<file path="config.mk">
export PLATFORM = sky130hd
export DESIGN_NAME = spi_master
export DESIGN_NICKNAME = d
export VERILOG_FILES = /design/src/rtl/spi_master_pkg.sv /design/src/rtl/spi_clk_gen.sv /design/src/rtl/spi_master.sv
export SDC_FILE = /design/constraint.sdc
export NUM_CORES = 1
export LEC_CHECK = 0
export BUFFER_PORTS_ARGS = -buffer_cell sky130_fd_sc_hd__buf_2
export CORE_ASPECT_RATIO = 0.7
export CORE_UTILIZATION = 41
export CTS_CLUSTER_SIZE = 28
export DETAILED_ROUTE_END_ITERATION = 8
export HOLD_SLACK_MARGIN = 0.12
export PLACE_DENSITY = 0.72
export SYNTH_ARGS = -nofsm -noshare
export SYNTH_HDL_FRONTEND = slang
export SYNTH_SLANG_ARGS = --single-unit
</file>
<file path="constraint.sdc">
create_clock -name clk -period 3.6 [get_ports clk]
set_input_delay 0.18 -clock clk [delete_from_list [all_inputs] [get_ports clk]]
set_output_delay 0.18 -clock clk [all_outputs]
set_load 0.1 [all_outputs]
</file>
<file path="src/rtl/spi_master_pkg.sv">
// Shared types and constants for the SPI master.
package spi_master_pkg;

    // Transfer sequencing states.
    typedef enum logic [1:0] {
        IDLE  = 2'd0,
        SETUP = 2'd1,
        SHIFT = 2'd2,
        HOLD  = 2'd3
    } stateT;

    // Bits per transfer, MSB first.
    localparam int BIT_COUNT = 8;

    // Index of the final sclk transition within SHIFT (two per bit).
    localparam logic [3:0] LAST_EDGE = 4'(2 * BIT_COUNT - 1);

endpackage

</file>
<file path="src/rtl/spi_clk_gen.sv">
// Half-period tick generator: one tick every CLK_DIV enabled cycles.
// The counter restarts from zero whenever the enable drops, so each
// transfer begins on a clean phase.
module spi_clk_gen #(
    parameter int CLK_DIV = 4
) (
    input  logic clk,
    input  logic reset,
    input  logic en,
    output logic tick
);
    localparam int CNT_W = $clog2(CLK_DIV);
    localparam logic [CNT_W-1:0] CNT_MAX = CNT_W'(CLK_DIV - 1);

    logic [CNT_W-1:0] cnt;

    assign tick = en && (cnt == CNT_MAX);

    // Free-running count while enabled, wrapping at CLK_DIV-1.
    always_ff @(posedge clk or posedge reset) begin
        if (reset)                      cnt <= '0;
        else if (!en || cnt == CNT_MAX) cnt <= '0;
        else                            cnt <= cnt + 1'b1;
    end
endmodule

</file>
<file path="src/rtl/spi_master.sv">
// Byte-oriented SPI master with programmable CPOL/CPHA and sclk divider.
// Define SPI_MASTER_BURST_EN to let HOLD accept the next byte and chain
// transfers under a single ss assertion; otherwise ss drops between bytes.
module spi_master
    import spi_master_pkg::*;
#(
    parameter int CLK_DIV = 4,
    parameter bit CPOL    = 1'b0,
    parameter bit CPHA    = 1'b0
) (
    input  logic       clk,
    input  logic       reset,
    input  logic [7:0] txData,
    input  logic       txValid,
    output logic       txReady,
    output logic [7:0] rxData,
    output logic       rxValid,
    output logic       busy,
    input  logic       miso,
    output logic       mosi,
    output logic       sclk,
    output logic       ss
);
`ifdef SPI_MASTER_BURST_EN
    localparam bit BURST = 1'b1;
`else
    localparam bit BURST = 1'b0;
`endif

    stateT       state, nextState;
    logic        tick, clkEn, accept, pending, rstDone, sclkR;
    logic        leadEdge, sampleEdge, shiftEdge, lastEdge;
    logic [3:0]  edgeCnt;
    logic [7:0]  txShift, rxShift;

    assign clkEn = (state != IDLE);

    spi_clk_gen #(.CLK_DIV(CLK_DIV)) uClkGen (
        .clk   (clk),
        .reset (reset),
        .en    (clkEn),
        .tick  (tick)
    );

    // rstDone holds txReady low until the first edge after reset.
    assign txReady = rstDone && (state == IDLE || (BURST && state == HOLD && !pending));
    assign accept  = txValid && txReady;
    assign busy    = (state != IDLE);
    assign ss      = (state == IDLE);
    assign sclk    = sclkR;
    assign mosi    = txShift[7];

    // Even edge index = leading edge. CPHA=1 skips the first leading shift
    // because bit 7 is already on mosi since the byte was loaded.
    assign leadEdge   = !edgeCnt[0];
    assign sampleEdge = (state == SHIFT) && tick && (leadEdge ^ CPHA);
    assign shiftEdge  = (state == SHIFT) && tick && !(leadEdge ^ CPHA)
                        && !(CPHA && edgeCnt == 4'd0);
    assign lastEdge   = (state == SHIFT) && tick && (edgeCnt == LAST_EDGE);

    // State register.
    always_ff @(posedge clk or posedge reset) begin
        if (reset) state <= IDLE;
        else       state <= nextState;
    end

    // Next-state logic; every phase boundary lands on a divider tick.
    always_comb begin
        nextState = state;
        case (state)
            IDLE:    if (accept) nextState = SETUP;
            SETUP:   if (tick) nextState = SHIFT;
            SHIFT:   if (lastEdge) nextState = HOLD;
            HOLD:    if (tick) nextState = (pending || accept) ? SHIFT : IDLE;
            default: nextState = IDLE;
        endcase
    end

    // Datapath: byte capture, sclk toggling, shift/sample and rx delivery.
    always_ff @(posedge clk or posedge reset) begin
        if (reset) begin
            rstDone <= 1'b0;
            pending <= 1'b0;
            sclkR   <= CPOL;
            edgeCnt <= '0;
            txShift <= '0;
            rxShift <= '0;
            rxData  <= '0;
            rxValid <= 1'b0;
        end else begin
            rstDone <= 1'b1;
            rxValid <= 1'b0;
            if (accept) txShift <= txData;
            // pending marks a chained byte; cleared as HOLD hands off.
            if (state == HOLD && tick) pending <= 1'b0;
            else if (accept)           pending <= (state == HOLD);
            if (state == SHIFT && tick) begin
                sclkR   <= ~sclkR;
                edgeCnt <= edgeCnt + 4'd1;
            end
            if (sampleEdge) rxShift <= {rxShift[6:0], miso};
            if (shiftEdge)  txShift <= {txShift[6:0], 1'b0};
            // With CPHA=1 the final sample coincides with the last edge.
            if (lastEdge) begin
                rxValid <= 1'b1;
                rxData  <= CPHA ? {rxShift[6:0], miso} : rxShift;
            end
        end
    end
endmodule

</file>
==> run metrics <==
status=finished, final reports clean; register area share after synthesis=57.1%; Core Util, Final=roughly half; Core Box Area=3600 um^2; largest net degree at the start of global routing=37; layout cell share with drive strength beyond 1=40.8%; post-DP HPWL=1760 um; Yosys reg bits=36; crit-path cells=ha_1, nand4_4, nor3b_2, mux2_4; setup repair after global routing missed its margin=no; gr ovfl total=0; nets@finish=155; Final setup viols=0; met1 wire length=1200 um; WL met3=155 um; GR Util All Layers=14.0%; post-synthesis cell count=113; top sig layer=met4; met2 routed WL=1070 um; Synth cell types=31; FF-to-FF Start=uClkGen.cnt[0]$_DFF_PP0_; DR iter-0 viols=26; DIE HEIGHT=between 50 and 60 um; ANT cells=0; Final Worst Setup Slack=1360 ps; CTS buffer count=5; kind of critical path=reg -> reg; Power Density=758 nW/um^2; Cell Rows=18; Relative slew margins=approximately a third; clk buf depth=2; DRC violations left=0; First-pass DRT Iterations=2; CP endpoint kind=register; Highest Clock Rate=447 MHz; IO Port Bufs=25; Chip Width=76.1 um; slew at the pin closest to its max-slew limit=1000 ps; syn avg cell area=14.0 um^2; Final Skew=3.73 ps; leakage power=about 0.95 nW; final wirelength=about 2500 um; post-route cell area=roughly 1800 um^2; synthesized cell area=1580 um^2; routability cong.=0.772; # Max-Cap Violations=0; Area Overhead vs Synth=16.2%; required time of the critical path=3770 ps; DIE AREA=4100 um^2; hold_sp=miso; Worst Hold Class=in -> reg; vias in the first global route=848; top cells by area, synth=dfrtp_1 (57%), mux2_4 (7.6%), mux2_2 (7.1%); via count=roughly 900; CTS tree=done; clock sinks=36; Synthesis Warnings=0; htree depth=2; fin crit period=2240 ps; Ports=26; Slowest-stage cell, CP=nor3b_2; final period utilization=between 60% and 70%; Setup crit start kind=register; Cell Area, Placed=about 1700 um^2; Vias per Instance=approximately 4.6; hold_ws=135 ps; Synthesized Nets=between 100 and 150; Crit path largest cell delay=850 ps; first-pass GRT wire length=4100 um; Hold Fails Final Rpt=0; Crit Path Max Fanout=10; power consumption=1.39 mW; critical path arrival=2410 ps; TNS Setup=0 ps; Worst setup startpoint=uClkGen.cnt[0]$_DFF_PP0_; wire per inst=12.8 um; Clock Tree Root=clkbuf_8; dpl cells=183; post-route ant nets=0; starting density of the core=a little over two fifths; pre-CTS WS=~1400 ps; clk slew on worst S/H paths=about 70 ps; Synth top area share=57.1%; initial antenna violation count=0; Finished Layout Cells=about 190; setup bufs post-CTS=0; maximum VDD drop=0.548 mV; Synth area leader=dfrtp_1; Slew Limit Fails=0; latest clock arrival within the worst-skew pair=290 ps
-- state kept, by name, summed over array words and instances (netlist names) --
name and count:
rxData 8, rxShift 8, txShift 8, edgeCnt 4
state 2, uClkGen.cnt 2, pending 1, rstDone 1
rxValid 1, sclk 1
-- what timing repair did --
action | CTS | global route
gates resized for setup | 0 | 0
hold buffers | 1 | 0
hold endpoints to repair | 36 | 0
setup endpoints to repair | 0 | 0
-- layout by cell type, fill, tap and decap left out, types with 2 or more instances in the layout --
cell type  count
nor2_1         5
buf_2         25
inv_1          8
xnor2_1        2
dfrtp_1       36
mux2_2        10
mux2_4         8
mux2i_1        2
and2_1         2
a21oi_1        8
clkbuf_8       5
xor2_1         2
ha_1           2
o22ai_1        5
-- kinds of logic (layout without fill, tap and decap cells) --
| group | Yosys count | in the layout | synth area share (%) |
|---|---|---|---|
| XOR/XNOR | 4 | 4 | 2.22 |
| multiplexers | 20 | 20 | 16.0 |
| other | 1 | 1 | 0.238 |
| buffers and inverters | 14 | 43 | 5.79 |
| adder cells (fa/ha/maj) | 2 | 2 | 1.59 |
| AO/OA/AOI/OAI | 15 | 15 | 5.48 |
| flip-flops | 36 | 36 | 57.1 |
| AND/OR/NAND/NOR | 21 | 21 | 11.5 |
-- report_power, final --
part,total [mW],switching [mW],internal (mW)
Sequential,0.599,0.0918,0.507
Clock,0.347,0.142,0.205
Combinational,0.443,0.294,0.148
-- critical path: cells and delay by family, from the launching register on --
| kind | cells | cell delay, ps |
|---|---|---|
| multiplexers | 1 | 360 |
| adder cells (fa/ha/maj) | 1 | 410 |
| AND/OR/NAND/NOR | 2 | 1000 |
| flip-flops | 1 | 350 |
-- layer usage --
metal	global-route usage, %	up-vias
met5	0	-
met4	6.73	0
met3	6.27	6
met2	21.2	21
met1	17.5	423
li1	-	438
-- area by class of cell --
type,count,area (um^2)
Sequential cell,36,901
Timing Repair Buffer,27,143
Multi-Input combinational cell,63,584
Inverter,8,30.0
Clock inverter,3,42.5
Fill cell,319,1770
Clock buffer,5,68.8
Tap cell,50,62.6
-- cells in the mapped netlist --
cell type / instances
nor2b_1: 1
nand4b_1: 1
xor2_1: 2
nand2_1: 1
and2_4: 1
nor3b_2: 1
a21oi_1: 8
mux2_4: 8
nor3b_1: 1
nor2_1: 5
o22ai_1: 5
nand2b_1: 1
inv_1: 8
and3_1: 1
nor3_1: 1
buf_2: 1
nand4bb_4: 1
nand3_1: 1
a2bb2oi_1: 1
buf_6: 5
ha_1: 2
nand3b_4: 1
mux2i_1: 2
nor2_4: 1
conb_1: 1
nand4_4: 1
and2_1: 2
a31oi_1: 1
xnor2_1: 2
dfrtp_1: 36
mux2_2: 10
-- final timing paths --
| check | end | cells after the start | slack [ps] |
|---|---|---|---|
| max in group asynchronous | state[0]$_DFFE_PP0P_ | 4 | 2760 |
| setup reg to reg | rxData[3]$_DFFE_PP0P_ | 4 | 1360 |
| hold reg to reg | uClkGen.cnt[0]$_DFF_PP0_ | 1 | 440 |
| setup / recovery | rxData[3]$_DFFE_PP0P_ | 4 | 1360 |
| hold / removal | rxShift[0]$_DFFE_PP0P_ | 2 | 140 |
| min in group asynchronous | rxData[4]$_DFFE_PP0P_ | 4 | 520 |
Note: power is estimated with default switching activity, not from simulation.
